## src/rtl/fir_seq.sv

```systemverilog
// fir_seq: per-sample command sequencer feeding the sfilt MAC stage.
// Define FIR_SEQ_ROUND_EN to add the shift/round command (cmd 2) to every stream.
module fir_seq #(
  parameter int TAPS = 8
) (
  input  logic                    clk,
  input  logic                    rst,
  input  logic                    pushin,
  input  logic signed [31:0]      din,
  output logic                    ready,
  input  logic                    coef_we,
  input  logic [$clog2(TAPS)-1:0] coef_addr,
  input  logic signed [31:0]      coef_wdata,
  input  logic                    shift_we,
  input  logic [6:0]              shift_wdata,
  output logic                    pushout,
  output logic [1:0]              cmd,
  output logic signed [31:0]      q,
  output logic signed [31:0]      h
);

  localparam int AW = $clog2(TAPS);
  localparam logic [AW-1:0] LAST_K = AW'(TAPS - 1);
  localparam logic [AW:0]   TAPS_W = (AW+1)'(TAPS);

  typedef enum logic [1:0] {IDLE, MAC, SHIFT, FLUSH} state_t;

  state_t             state, state_nx;
  logic [AW-1:0]      k, k_nx, k_inc;
  logic [AW-1:0]      wptr, wptr_inc, rd_idx;
  logic signed [31:0] dl   [TAPS];
  logic signed [31:0] coef [TAPS];
  logic signed [31:0] coef0_eff;
  logic               coef_ok;
  logic               pushout_nx;
  logic [1:0]         cmd_nx;
  logic signed [31:0] q_nx, h_nx;

`ifdef FIR_SEQ_ROUND_EN
  logic [6:0] shift;
`else
  logic unused_shift;
  assign unused_shift = ^{shift_we, shift_wdata};
`endif

  assign k_inc    = k + 1'b1;
  assign wptr_inc = (wptr == LAST_K) ? '0 : wptr + 1'b1;
  assign coef_ok  = ({1'b0, coef_addr} < TAPS_W);

  // Tap k+1 counted back from the newest sample, wrapping modulo TAPS
  assign rd_idx = (k_inc > wptr) ? AW'({1'b0, wptr} + TAPS_W - {1'b0, k_inc})
                                 : wptr - k_inc;

  // A coefficient written in the accepting cycle must already reach the first command
  assign coef0_eff = (coef_we && coef_addr == '0) ? coef_wdata : coef[0];

  always_comb begin
    state_nx   = state;
    k_nx       = k;
    pushout_nx = 1'b0;
    cmd_nx     = 2'd0;
    q_nx       = '0;
    h_nx       = '0;
    case (state)
      IDLE: begin
        if (pushin) begin
          state_nx   = MAC;
          k_nx       = '0;
          pushout_nx = 1'b1;
          cmd_nx     = 2'd0;
          q_nx       = din;
          h_nx       = coef0_eff;
        end
      end
      MAC: begin
        pushout_nx = 1'b1;
        if (k == LAST_K) begin
`ifdef FIR_SEQ_ROUND_EN
          state_nx = SHIFT;
          cmd_nx   = 2'd2;
          h_nx     = {25'b0, shift};
`else
          state_nx = FLUSH;
          cmd_nx   = 2'd3;
`endif
        end else begin
          k_nx   = k_inc;
          cmd_nx = 2'd1;
          q_nx   = dl[rd_idx];
          h_nx   = coef[k_inc];
        end
      end
`ifdef FIR_SEQ_ROUND_EN
      SHIFT: begin
        state_nx   = FLUSH;
        pushout_nx = 1'b1;
        cmd_nx     = 2'd3;
      end
`endif
      FLUSH: state_nx = IDLE;
      default: state_nx = IDLE;
    endcase
  end

  // Outputs are registered from the next-state view so commands start right after acceptance
  always_ff @(posedge clk) begin
    if (!rst) begin
      state   <= IDLE;
      k       <= '0;
      ready   <= 1'b1;
      pushout <= 1'b0;
      cmd     <= 2'd0;
      q       <= '0;
      h       <= '0;
    end else begin
      state   <= state_nx;
      k       <= k_nx;
      ready   <= (state_nx == IDLE);
      pushout <= pushout_nx;
      cmd     <= cmd_nx;
      q       <= q_nx;
      h       <= h_nx;
    end
  end

  always_ff @(posedge clk) begin
    if (!rst) begin
      wptr <= '0;
      for (int i = 0; i < TAPS; i++) begin
        dl[i]   <= '0;
        coef[i] <= '0;
      end
`ifdef FIR_SEQ_ROUND_EN
      shift <= '0;
`endif
    end else if (state == IDLE) begin
      if (coef_we && coef_ok)
        coef[coef_addr] <= coef_wdata;
`ifdef FIR_SEQ_ROUND_EN
      if (shift_we)
        shift <= shift_wdata;
`endif
      if (pushin) begin
        dl[wptr_inc] <= din;
        wptr         <= wptr_inc;
      end
    end
  end

endmodule

```

## config.mk

```make
export PLATFORM = sky130hd
export DESIGN_NAME = fir_seq
export DESIGN_NICKNAME = d
export VERILOG_FILES = /design/src/rtl/fir_seq.sv
export SDC_FILE = /design/constraint.sdc
export NUM_CORES = 1
export LEC_CHECK = 0
export ABC_AREA = 1
export BUFFER_PORTS_ARGS = -buffer_cell sky130_fd_sc_hd__buf_2
export CAP_MARGIN = 20
export CELL_PAD_IN_SITES_DETAIL_PLACEMENT = 1
export CELL_PAD_IN_SITES_GLOBAL_PLACEMENT = 1
export CORE_MARGIN = 5
export CORE_UTILIZATION = 51
export CTS_CLUSTER_DIAMETER = 50
export DETAILED_ROUTE_END_ITERATION = 10
export PLACE_DENSITY_LB_ADDON = 0.1
export SLEW_MARGIN = 20
export SYNTH_ARGS = -nofsm -noshare
export SYNTH_HDL_FRONTEND = slang
export SYNTH_SLANG_ARGS = --single-unit
```

## constraint.sdc

```tcl
create_clock -name clk -period 4.22 [get_ports clk]
set_clock_uncertainty 0.05 [all_clocks]
set_input_delay 0.422 -clock clk [delete_from_list [all_inputs] [get_ports clk]]
set_output_delay 0.422 -clock clk [all_outputs]
set_load 0.005 [all_outputs]
```

==> metrics.md <==
| Metric | Value |
|---|---|
| Top FF cell, synth | `edfxtp_1` |
| Die height | `approximately 240 um` |
| Die area | `55,400 um^2` |
| Crit-path cells | `inv_1 > ha_4 > fa_2 > inv_2 > buf_4 > nand3_1 > nand2_1 > nand2_1 > nand3_1 > a21oi_1` |
| Vias in the first global route | `between 20,000 and 25,000` |
| Crit Reg-Reg Endpoint | `q[6]` |
| Distinct cells, synth | `23` |
| IO Count | `about 150` |
| Seq cells post-synth | `588` |
| Final setup viols | `0` |
| Commonest cells in the synthesized netlist | `640 x nand2_1, 623 x nor2_1, 512 x edfxtp_1` |
| Layout Nets | `~2,900` |
| DRC Markers | `0` |
| ANT cells | `0` |
| Placed cell area | `27,300 um^2` |
| Worst slew pin tran | `1050 ps` |
| Post-detail-place hpwl | `approximately 42 mm` |
| Arrival time at the worst endpoint | `about 3400 ps` |
| DP Cell Count | `~3,400` |
| Pleak | `around 0.012 uW` |
| Final count of pins violating max slew | `0` |
| Worst Hold Launch | `din[28]` |
| Routed WL per cell | `approximately 22 um` |
| H-tree levels | `3` |
| Initial antenna violation count | `1` |
| First-iteration detailed-routing DRC count | `1,753` |
| EDFF count, synth | `512` |
| Core Region | `roughly 50,000 um^2` |
| Worst Setup Start Kind | `register` |
| Synth area leaders | `edfxtp_1 59%, nand2_1 9.3%, nor2_1 9.0%` |
| Worst slew margin | `slightly below 30%` |
| Critical Path RT | `about 4600 ps` |
| Largest net degree at the start of global routing | `approximately 110` |
| FF-to-FF path depth | `10` |
| CTS Buf Count | `68` |
| Pwr per Cell Area | `around 500 nW/um^2` |
| Vias | `between 20,000 and 25,000` |
| Setup crit end kind | `register` |
| Worst skew pair latency | `around 600 ps` |
| Gate Count Post-Synth | `about 2,700` |
| Hold crit path type | `in -> reg` |
| Cell area after layout | `29,500 um^2` |
| Clk buf depth | `3` |
| WHS Endpoint | `q[28]` |
| Root buf cell | `clkbuf_16` |
| Final Critical Period | `2970 ps` |
| Router iterations before antenna repair | `5` |
| Final Hold Vio Count | `0` |
| R2r setup slk | `~1300 ps` |
| RSZ-0062 raised after global routing | `no` |
| Max FO, Critical Path | `32` |
| Util after Layout | `between 50% and 60%` |
| Die width | `roughly 240 um` |
| Ys Warns | `0` |
| Fin cells | `roughly 3,500` |
| Path type of the worst setup path | `reg -> reg` |
| Via density | `~5.7` |
| DRT Wirelength | `approximately 78 mm` |
| CP peak stage delay | `approximately 590 ps` |
| R2R Path Start | `wptr[0]` |
| Overall routing resource usage | `between 20 and 30%` |
| Row count | `just over 80` |
| Crit-path slowest cell | `inv_2` |
| Outcome | `completed` |
| Hold Crit Depth | `3` |
| Post-synthesis async set-or-reset flop share | `0%` |
| Routability cong. | `around 0.77` |
| DRT antenna net count | `0` |
| Dominant cell by count in the synthesized netlist | `nand2_1` |
| First-pass GRT wire length | `120 mm` |
| Initial Utilization | `51.7%` |
| Setup_tns | `0 ps` |
| Clk sinks | `588` |
| Syn Area/Cell | `~9.5 um^2` |
| Hold_buf cts | `0` |
| Final Power | `roughly 15,000 uW` |
| Cell accounting for the most synthesized area | `edfxtp_1` |
| Remaining Overflow, GRT | `0` |
| Setup bufs post-CTS | `0` |
| Post-CTS resize count | `0` |
| Sequential area share after synthesis | `about two thirds` |
| Share of layout cells above drive strength 1 | `10.5%` |
| Worst VDD drop | `0.382 mV` |
| Max_cap viols | `0` |
| Netlist Area Pre-Place | `25,900 um^2` |
| PortBufs | `roughly 140` |
| Clock-pin slew on the worst setup and hold paths | `60 ps` |
| Area grow syn2layout | `13.8%` |
| Syn Nets | `2,815` |
| CTS tree | `built` |
| Top cell type's share of synthesized area | `between 50% and 60%` |
| Max Clk Rate | `about 0.34 GHz` |
| Period utilisation layout | `a little over two thirds` |
## cell type report
| class | instances | area, um^2 |
|---|---|---|
| tap | 672 | 841 |
| timing repair buffer | 196 | 1200 |
| multi-input combinational | 1744 | 7510 |
| sequential | 588 | 16900 |
| clock inverter | 14 | 124 |
| fill | 5660 | 20700 |
| inverter | 224 | 842 |
| clock buffer | 110 | 2080 |
## cells in the final DEF, fill, tap and decap left out, types with 2 or more instances in the layout
| cell type | Yosys | final |
|---|---|---|
| nand2_1 | 640 | 640 |
| nor2_1 | 623 | 622 |
| edfxtp_1 | 512 | 512 |
| nand3_1 | 231 | 230 |
| inv_1 | 219 | 218 |
| buf_2 | 43 | 138 |
| a21oi_1 | 99 | 99 |
| o211ai_1 | 96 | 96 |
| dfxtp_1 | 76 | 75 |
| clkbuf_16 | 0 | 74 |
| buf_4 | 0 | 52 |
| o21ai_0 | 36 | 36 |
| clkbuf_1 | 119 | 27 |
| clkbuf_8 | 0 | 9 |
| clkinv_2 | 0 | 6 |
| buf_12 | 0 | 6 |
| inv_2 | 4 | 5 |
| ha_1 | 6 | 5 |
| nand4_1 | 4 | 4 |
| clkinv_1 | 1 | 4 |
| a211oi_1 | 2 | 2 |
| nor3b_1 | 2 | 2 |
| bufinv_16 | 0 | 2 |
| clkinvlp_4 | 0 | 2 |
## cell families after synthesis
kind of cell | count (synthesis) | share of synthesized area (%)
buffers and inverters | 397 | 5.96
AND/OR/NAND/NOR | 1503 | 23.0
adder cells (fa/ha/maj) | 7 | 0.367
flip-flops | 588 | 65.2
AO/OA/AOI/OAI | 234 | 5.48
## where the power goes
part | internal (uW) | switching (uW) | leakage (uW)
sequential | 6630 | 95.3 | 0.00587
combinational | 587 | 1510 | 0.00539
clock | 3490 | 2320 | 0.00107
total | 10700 | 3920 | 0.0123
## per-layer routing
layer  GRT usage (%)  wire (um)  up-vias
li1                -          -     9153
met1            33.5      30600    10100
met2            50.2      40400      650
met3            4.16       4590      143
met4            8.27       1940        2
met5               0         20        -
## sequential cells by signal, summed over array words and instances (netlist names)
name / cells
ready: 1
dl: 256
wptr: 3
cmd: 2
state: 2
pushout: 1
h: 32
coef: 256
q: 32
k: 3
## through the flow
step	worst slack [ps]	hold slack, ps
floorplan	1420	420
global placement	1280	441
detailed placement	1150	465
CTS	1240	21.6
global route	1120	46.9
finish	1250	50.9
## critical path: cells and delay by family, from the launching register on
family / cells / cell delay [ps]
buffers and inverters: 3 / 1130
adder cells (fa/ha/maj): 2 / 650
AND/OR/NAND/NOR: 4 / 480
flip-flops: 1 / 400
AO/OA/AOI/OAI: 1 / 90
## worst max path at each step
stage	startpoint	end
2_1_floorplan	k[0]	q[21]
3_3_place_gp	rst	coef[0][15]
3_5_place_dp	rst	dl[2][4]
4_1_cts	wptr[0]	q[6]
5_1_grt	k[0]	q[25]
6_report	wptr[0]	q[6]
Power figures use the tool's default switching activity.
